===== src/rtl/pipe_adder_pkg.sv =====
// Shared types and helpers for the pipelined ripple adder.
// Build option: PIPE_ADDER_SUB_EN adds an add/subtract op input to the top.
package pipe_adder_pkg;

  // Per-stage control record that travels alongside each chunk's carry.
  typedef struct packed {
    logic valid;
    logic carry;
    logic op;
  } stage_rec_t;

  function automatic int unsigned chunk_w(input int unsigned data_width,
                                          input int unsigned stages);
    return data_width / stages;
  endfunction

endpackage


===== src/rtl/adder_slice.sv =====
// Combinational CHUNK-bit ripple-carry adder built from full_adder cells.
module adder_slice #(
  parameter int unsigned CHUNK = 4
) (
  input  logic [CHUNK-1:0] a,
  input  logic [CHUNK-1:0] b,
  input  logic             cin,
  output logic [CHUNK-1:0] sum,
  output logic             cout
);

  logic [CHUNK:0] carry;

  assign carry[0] = cin;
  assign cout     = carry[CHUNK];

  for (genvar i = 0; i < CHUNK; i++) begin : g_bit
    full_adder u_fa (
      .a    (a[i]),
      .b    (b[i]),
      .cin  (carry[i]),
      .sum  (sum[i]),
      .cout (carry[i+1])
    );
  end

endmodule


===== src/rtl/full_adder.sv =====
// One-bit full adder cell used to build each ripple slice.
module full_adder (
  input  logic a,
  input  logic b,
  input  logic cin,
  output logic sum,
  output logic cout
);

  assign sum  = a ^ b ^ cin;
  assign cout = (a & b) | (cin & (a ^ b));

endmodule


===== src/rtl/pipelined_ripple_adder.sv =====
// DATA_WIDTH-bit adder split into STAGES registered ripple chunks with valid/ready flow control.
// Build option: PIPE_ADDER_SUB_EN adds the op input (1 = a - b, carry-out 1 means no borrow).
module pipelined_ripple_adder
  import pipe_adder_pkg::*;
#(
  parameter int unsigned DATA_WIDTH = 8,
  parameter int unsigned STAGES     = 2
) (
  input  logic                  clk,
  input  logic                  reset,
  input  logic                  in_valid,
  output logic                  in_ready,
  input  logic [DATA_WIDTH-1:0] a,
  input  logic [DATA_WIDTH-1:0] b,
`ifdef PIPE_ADDER_SUB_EN
  input  logic                  op,
`endif
  output logic                  out_valid,
  input  logic                  out_ready,
  output logic [DATA_WIDTH:0]   sum
);

  localparam int unsigned CHUNK = chunk_w(DATA_WIDTH, STAGES);

  logic             adv;
  logic             op_in_c;
  stage_rec_t       rec_q  [STAGES];
  stage_rec_t       rec_d  [STAGES];
  logic [CHUNK-1:0] opa_c  [STAGES];
  logic [CHUNK-1:0] opb_c  [STAGES];
  logic [CHUNK-1:0] psum_c [STAGES];
  logic [CHUNK-1:0] res_c  [STAGES];
  logic             cin_c  [STAGES];
  logic             cout_c [STAGES];

`ifdef PIPE_ADDER_SUB_EN
  assign op_in_c = op;
`else
  assign op_in_c = 1'b0;
`endif

  // Whole pipeline freezes while a finished result is waiting on the consumer.
  assign out_valid = rec_q[STAGES-1].valid && !reset;
  assign adv       = !out_valid || out_ready;
  assign in_ready  = adv;

  for (genvar k = 0; k < STAGES; k++) begin : g_stage
    localparam int unsigned DEPTH = STAGES - k;

    if (k == 0) begin : g_first
      assign opa_c[k] = a[0 +: CHUNK];
      assign opb_c[k] = b[0 +: CHUNK] ^ {CHUNK{op_in_c}};
      assign cin_c[k] = op_in_c;
    end else begin : g_skew
      // Operand chunk k waits k cycles for the carry of the chunk below it.
      logic [CHUNK-1:0] a_sr_q [k];
      logic [CHUNK-1:0] a_sr_d [k];
      logic [CHUNK-1:0] b_sr_q [k];
      logic [CHUNK-1:0] b_sr_d [k];

      always_comb begin
        a_sr_d = a_sr_q;
        b_sr_d = b_sr_q;
        if (adv) begin
          a_sr_d[0] = a[k*CHUNK +: CHUNK];
          b_sr_d[0] = b[k*CHUNK +: CHUNK];
          for (int unsigned i = 1; i < k; i++) begin
            a_sr_d[i] = a_sr_q[i-1];
            b_sr_d[i] = b_sr_q[i-1];
          end
        end
      end

      always_ff @(posedge clk) begin
        if (reset) begin
          for (int unsigned i = 0; i < k; i++) begin
            a_sr_q[i] <= '0;
            b_sr_q[i] <= '0;
          end
        end else begin
          a_sr_q <= a_sr_d;
          b_sr_q <= b_sr_d;
        end
      end

      assign opa_c[k] = a_sr_q[k-1];
      assign opb_c[k] = b_sr_q[k-1] ^ {CHUNK{rec_q[k-1].op}};
      assign cin_c[k] = rec_q[k-1].carry;
    end

    adder_slice #(.CHUNK(CHUNK)) u_slice (
      .a    (opa_c[k]),
      .b    (opb_c[k]),
      .cin  (cin_c[k]),
      .sum  (psum_c[k]),
      .cout (cout_c[k])
    );

    // Result chunk k is held STAGES-k cycles so every chunk leaves together.
    logic [CHUNK-1:0] r_sr_q [DEPTH];
    logic [CHUNK-1:0] r_sr_d [DEPTH];

    always_comb begin
      r_sr_d = r_sr_q;
      if (adv) begin
        r_sr_d[0] = psum_c[k];
        for (int unsigned i = 1; i < DEPTH; i++) begin
          r_sr_d[i] = r_sr_q[i-1];
        end
      end
    end

    always_ff @(posedge clk) begin
      if (reset) begin
        for (int unsigned i = 0; i < DEPTH; i++) begin
          r_sr_q[i] <= '0;
        end
      end else begin
        r_sr_q <= r_sr_d;
      end
    end

    assign res_c[k] = r_sr_q[DEPTH-1];
  end

  always_comb begin
    rec_d = rec_q;
    if (adv) begin
      rec_d[0].valid = in_valid;
      rec_d[0].carry = cout_c[0];
      rec_d[0].op    = op_in_c;
      for (int unsigned k = 1; k < STAGES; k++) begin
        rec_d[k].valid = rec_q[k-1].valid;
        rec_d[k].carry = cout_c[k];
        rec_d[k].op    = rec_q[k-1].op;
      end
    end
  end

  always_ff @(posedge clk) begin
    if (reset) begin
      for (int unsigned k = 0; k < STAGES; k++) begin
        rec_q[k] <= '0;
      end
    end else begin
      rec_q <= rec_d;
    end
  end

  always_comb begin
    sum = '0;
    for (int unsigned k = 0; k < STAGES; k++) begin
      sum[k*CHUNK +: CHUNK] = res_c[k];
    end
    sum[DATA_WIDTH] = rec_q[STAGES-1].carry;
  end

endmodule


===== config.mk =====
export PLATFORM = sky130hd
export DESIGN_NAME = pipelined_ripple_adder
export DESIGN_NICKNAME = d
export VERILOG_FILES = /design/src/rtl/pipe_adder_pkg.sv /design/src/rtl/adder_slice.sv /design/src/rtl/full_adder.sv /design/src/rtl/pipelined_ripple_adder.sv
export SDC_FILE = /design/constraint.sdc
export NUM_CORES = 1
export LEC_CHECK = 0
export CAP_MARGIN = 40
export CORE_UTILIZATION = 50
export CTS_CLUSTER_DIAMETER = 40
export CTS_CLUSTER_SIZE = 40
export DETAILED_ROUTE_END_ITERATION = 6
export GPL_ROUTABILITY_DRIVEN = 0
export PLACE_DENSITY = 0.78
export SYNTH_ARGS = -nofsm -noshare
export SYNTH_HDL_FRONTEND = slang
export SYNTH_SLANG_ARGS = --single-unit

===== constraint.sdc =====
create_clock -name clk -period 2.6 [get_ports clk]
set_input_delay 0.78 -clock clk [delete_from_list [all_inputs] [get_ports clk]]
set_output_delay 0.78 -clock clk [all_outputs]
set_load 0.05 [all_outputs]

==> impl_metrics.yaml, run 1 <==
worst_setup_path:
  arrival_ns: 2.82
  ff2ff_setup_slack_ns: 0.49
  worstRegToRegCells: 8
  max_stage_delay_ns: 0.42
  critPathSlowestCell: "fa_1"
  path_delay_family: "adder cells"
  path_class: "in2reg"
  critPathRequiredTime_ns: 2.85
  crit_chain: "clkdlybuf4s50_1 -> ha_1 -> fa_1 -> fa_1 -> inv_1 -> fa_1 -> a211oi_2"
  path_depth: 7
  endpoint_kind: "flop"
  worstSetupStartpointType: "input port"
  critPathBufInv: 2
  crit_fanout: 1
  worst_path_most_repeated_cell: "fa_1"
min_path:
  min_path_type: "reg2reg"
  hold_depth: 2
grt:
  grt_pass1_vias: 936
  antenna_found_initial: 0
  grt_pass1_wl_mm: 3.86
  grt_max_degree: 40
  grt_usage_pct: 18.4
  grt_overflow: 0
yosys:
  synth_top_family_by_area: "simple AND/OR/NAND/NOR gates"
  ys_warn_count: 0
  synth-simple-area-share_pct: 28.0
  yosysSeqAreaShare_pct: 34.3
  syn_nets: 152
  synth-compound-area-share_pct: 12.8
  synth_cells: 124
  syn_area_um2: 1400
  postSynthAreaPerCell_um2: 11.3
  ys_ff_latch: 24
  synth_xor_xnor_area_share_pct: 0
  synthMuxAreaShare_pct: 2.14
  synth_fa_ha_area_share_pct: 10.9
  synth_cell_type_count: 21
placed_design:
  place_inst: 172
  hpwl_mm: 1.69
  portBuffers: 30
  place_area_um2: 1660
routing:
  viasPerCell: 5.35
  drc: 0
  routedWlPerCell_um: 13.7
  first_iter_violations: 5
  ant_nets: 0
  dr_total_vias: 941
  dr.pass1.iters: 4
  finalWirelength_mm: 2.41
layout:
  fin_nets: 175
  final_layout_size_suffix_gt1_share_pct: 25.3
  design_area_um2: 1710
  postLayoutCoreUtil_pct: 66.6
  antenna_cells: 0
  area_growth_pct: 21.9
  layoutNonFillerInstCount: 176
pwr:
  ir_worst_vdd_mv: 0.345
  total_power_uw: 911
  power.density_nw_per_um2: 533
  p_leak_nw: 0.647
timing:
  hold_slack_ns: 0.472
  rsz0062_at_grt: "false"
  worstMarginPinSlew_ns: 0.498
  setup_viol_count_final: 0
  skew_ns: 0.00651
  fin_crit_ns: 2.57
  drv_slew: 0
  hold_viol: 0
  max_freq_mhz: 390
  timing.final.crit_share_pct: 98.7
  maxSlewHeadroom_pct: 66.7
clocking:
  clk_latency_ns: 0.32
  numCtsBuffers: 3
  h-tree-depth: 1
  clock_path_buffers: 2
  cts.hold.buffers_added: 0
  cts_resized: 0
  root_buffer: "clkbuf_4"
  cts_tree: "done"
  clock_sinks: 24
  clkTransAtPathRegs_ns: 0.14
  postCtsSetupBuffers: 0
die:
  die-area_um2: 3020
  die_y_um: 55.0
  die_w_um: 55.0
  coreArea_um2: 2570
  ioPinCount: 31
  start_util_pct: 54.6
  placementRows: 18
run:
  drv_cap: 0
outcome:
  status: "finished, final reports clean"
report_power, final:
group          switching, mW  internal (mW)
registers             0.0183          0.400
logic                  0.118          0.105
clock network          0.114          0.156
total                  0.250          0.661
per-stage QoR:
step | TNS, ns | setup WS (ns)
after floorplan | 0 | 0.0338
after global placement | -0.253 | -0.253
after detailed placement | -0.319 | -0.319
after CTS | 0 | 0.0389
after global routing | 0 | 0.00830
final | 0 | 0.0347
worst min-delay path: cells and delay by family, from the launching register on:
| kind | cells | cell delay (ns) |
|---|---|---|
| compound gates | 1 | 0.05 |
| buf+inv | 1 | 0.05 |
| flops | 1 | 0.34 |
registers in the layout, summed over array words and instances, names as in the netlist:
name	flops
g_stage.g_skew.b_sr_q	4
cin_c	1
rec_q	2
g_stage.r_sr_q	8
g_stage.g_skew.a_sr_q	4
sum	5
layout by cell type, fill, tap and decap left out, types with 3 or more instances in the layout:
cell and count:
fa_1 7, clkbuf_4 3, nand4bb_1 15, nand2b_1 12
buf_4 3, dfxtp_1 24, o21ai_1 5, mux2i_1 3
nand2b_2 7, nor3b_2 5, a211oi_2 5, inv_1 11
o21ai_2 10, clkdlybuf4s50_1 28
synthesized netlist by cell type (all sizes together):
cell type,count,area (um2)
nand2b,19,136
nor3b,5,62.6
clkbuf,3,15.0
buf,12,110
and2b,2,17.5
dfxtp,24,480
fa,7,140
mux2i,3,30.0
or2b,1,7.51
ha,1,12.5
a21oi,1,5.00
inv,11,41.3
nand4bb,15,169
a211oi,5,62.6
o21ai,15,113
cell type report:
cell class	count	area, um2
Tap cell	30	37.5
Timing Repair Buffer	33	343
Clock buffer	3	22.5
Sequential cell	24	480
Clock inverter	1	30.0
Multi-Input combinational cell	74	756
Fill cell	199	857
Inverter	11	41.3
worst paths after layout:
path / to / from
hold / removal: rec_q[2]$_SDFFE_PP0P_ / rec_q[5]$_SDFFE_PP0P_
setup reg to reg: g_stage[1].r_sr_q[3]$_SDFFE_PP0P_ / g_stage[1].g_skew.a_sr_q[0]$_SDFFE_PP0P_
setup / recovery: g_stage[0].r_sr_q[7]$_SDFFE_PP0P_ / a[0]
hold reg to reg: rec_q[2]$_SDFFE_PP0P_ / rec_q[5]$_SDFFE_PP0P_
kinds of logic (layout without fill, tap and decap cells):
kind of cell,Yosys count,count (layout)
adders and majority gates,8,8
buffers and inverters,26,48
DFF,24,24
and+or+nand+nor,42,42
muxes,3,3
AOI/OAI and AO/OA,21,21
per-layer routing:
| layer | wire, um | global-route usage [%] | share of wire, % |
|---|---|---|---|
| met1 | 1010 | 19.3 | 42 |
| met2 | 1310 | 35.1 | 54 |
| met3 | 62 | 2.73 | 2.6 |
| met4 | 34 | 8.75 | 1.4 |
| met5 | 0 | 0 | 0 |
No activity file was read; power rests on OpenSTA's default activity.
==> inputs of run 2 (changes only) <==
- CORE_ASPECT_RATIO: not set -> 0.6
- CTS_CLUSTER_SIZE: 40 -> 16
==> run 2 against run 1 <==
Net effect: combinational power rose by 2%; die area increased by 0.22%; clock skew down 0.0014 ns; sequential share of layout area is 0.68 points lower; flip-flop and latch count unchanged; hold slack worse by 0.0044 ns; total power up 6.1%; via count down 2.0%; register-to-register slack about the same; maximum frequency up 0.30%; critical path depth down 3; largest power group unchanged.
==> impl_metrics.yaml, run 2 (synthesis gave the netlist of run 1 again) <==
worst_setup_path:
  rr_startpoint: "g_stage[1].g_skew.b_sr_q[0]$_SDFFE_PP0P_"
  ff2ff_setup_slack_ns: 0.50
  worstRegToRegCells: 8
  crit_end: "in_ready"
  r2r_end: "g_stage[1].r_sr_q[3]$_SDFFE_PP0P_"
  arrival_ns: 1.78
  critPathRequiredTime_ns: 1.82
  worstSetupStartpointType: "input port"
  startpoint: "reset"
  path_class: "in2out"
  crit_fanout: 2
  endpoint_kind: "primary output"
clocking:
  clock_path_buffers: 2
  clock_sinks: 24
  cts.hold.buffers_added: 0
  cts_tree: "done"
  h-tree-depth: 1
  root_buffer: "clkbuf_8"
  postCtsSetupBuffers: 0
  clk_latency_ns: 0.26
  numCtsBuffers: 3
  clkTransAtPathRegs_ns: 0.09
layout:
  largest_reg_flops: 8
  final_common_cell: "clkdlybuf4s50_1"
  layoutNonFillerInstCount: 178
  final_cell_mix: "26 x clkdlybuf4s50_1, 24 x dfxtp_1, 15 x nand4bb_1, 11 x nand2b_1"
  design_area_um2: 1750
  top_register: "g_stage.r_sr_q"
  antenna_cells: 0
  final_layout_size_suffix_gt1_share_pct: 29.5
  area_growth_pct: 25.0
  fin_nets: 175
grt:
  grt_overflow: 0
  grt_max_degree: 40
  grt_usage_pct: 16.7
  grt_pass1_vias: 903
  antenna_found_initial: 0
  grt_pass1_wl_mm: 3.87
pwr:
  pwr-share-clk_pct: 33.3
  p_leak_nw: 0.674
  ir_worst_vdd_mv: 0.387
  total_power_uw: 966
  power_frac_seq_pct: 43.3
  power.density_nw_per_um2: 551
  p_int_uw: 713
  power.switching_uw: 254
  switching_share_pct: 26.3
  comb_power_share_pct: 23.4
die:
  ioPinCount: 31
  die_w_um: 70.4
  start_util_pct: 54.5
  die-area_um2: 3030
  die_y_um: 43.0
  coreArea_um2: 2570
  placementRows: 14
timing:
  drv_slew: 0
  skew_ns: 0.00514
  worstMarginPinSlew_ns: 0.506
  setup_tns_ns: 0
  rsz0062_at_grt: "false"
  setup_viol_count_final: 0
  maxSlewHeadroom_pct: 66.2
  hold_viol: 0
  max_freq_mhz: 391
  timing.final.crit_share_pct: 98.4
  fin_crit_ns: 2.56
run:
  drv_cap: 0
routing:
  dr.pass1.iters: 2
  first_iter_violations: 23
  finalWirelength_mm: 2.31
  dr_total_vias: 922
  routedWlPerCell_um: 13.0
  viasPerCell: 5.18
  ant_nets: 0
  drc: 0
min_path:
  min_path_type: "reg2reg"
placed_design:
  place_inst: 174
  portBuffers: 30
  hpwl_mm: 1.65
  place_area_um2: 1660
outcome:
  status: "finished, final reports clean"
## run 2: cell count changes in the layout (fill, tap and decap cells not counted), sizes merged
cell	delta
clkdlybuf4s50	-2
dlymetal6s2s	+2
## run 2: how the worst min path moves through the flow
stage / start / end / slack (ns) / depth (start not counted)
finish: rec_q[5]$_SDFFE_PP0P_ / rec_q[2]$_SDFFE_PP0P_ / 0.47 / 2
global route: g_stage[0].r_sr_q[5]$_SDFFE_PP0P_ / sum[1]$_SDFFE_PP0P_ / 0.49 / 2
CTS: rec_q[5]$_SDFFE_PP0P_ / rec_q[2]$_SDFFE_PP0P_ / 0.47 / 2
detailed placement: rec_q[5]$_SDFFE_PP0P_ / rec_q[2]$_SDFFE_PP0P_ / 0.45 / 2
global placement: g_stage[0].r_sr_q[5]$_SDFFE_PP0P_ / sum[1]$_SDFFE_PP0P_ / 0.45 / 2
floorplan: rec_q[5]$_SDFFE_PP0P_ / rec_q[2]$_SDFFE_PP0P_ / 0.43 / 2
## run 2: through the flow
step	util, %	worst slack [ns]	hold slack, ns
2_1_floorplan	-	0.0338	0.425
3_3_place_gp	64.5	-0.286	0.453
3_5_place_dp	64.5	-0.336	0.446
4_1_cts	67.3	0.00339	0.475
5_1_grt	68.1	0.0279	0.492
6_report	68.1	0.0422	0.467
## run 2: power by group through the flow
stage / Sequential [mW] / Combinational [mW] / Clock [mW]
CTS: 0.419 / 0.227 / 0.332
detailed placement: 0.427 / 0.226 / 0
floorplan: 0.452 / 0.133 / 0
global route: 0.423 / 0.245 / 0.348
global placement: 0.426 / 0.223 / 0
finish: 0.418 / 0.226 / 0.322
## run 2: repair_timing
item                                    CTS  global route
pin swaps                                 0             5
gates resized for setup                   1             7
endpoints found under the setup margin    1             2
gates cloned                              0             0
## run 2: layout make-up
class / count / area (um2)
sequential: 24 / 480
clock buffer: 3 / 41.3
inverter: 11 / 41.3
multi-input combinational: 74 / 772
timing repair buffer: 33 / 348
fill: 194 / 822
clock inverter: 1 / 30.0
tap: 32 / 40.0
## run 2: critical path, stage by stage
cell and delay [ns]:
clkdlybuf4s50_1 0.51, and2b_2 0.27, nand2b_4 0.08, buf_12 0.13
## run 2: layer usage
layer / routed length [um] / track usage (%) / part of all wire, % / up-vias
met1: 1110 / 20.3 / 48 / 441
met4: 8 / 2.40 / 0.35 / 0
met5: 0 / 0 / 0 / -
met3: 113 / 6.18 / 4.9 / 2
met2: 1080 / 29.1 / 47 / 19
li1: - / - / - / 460
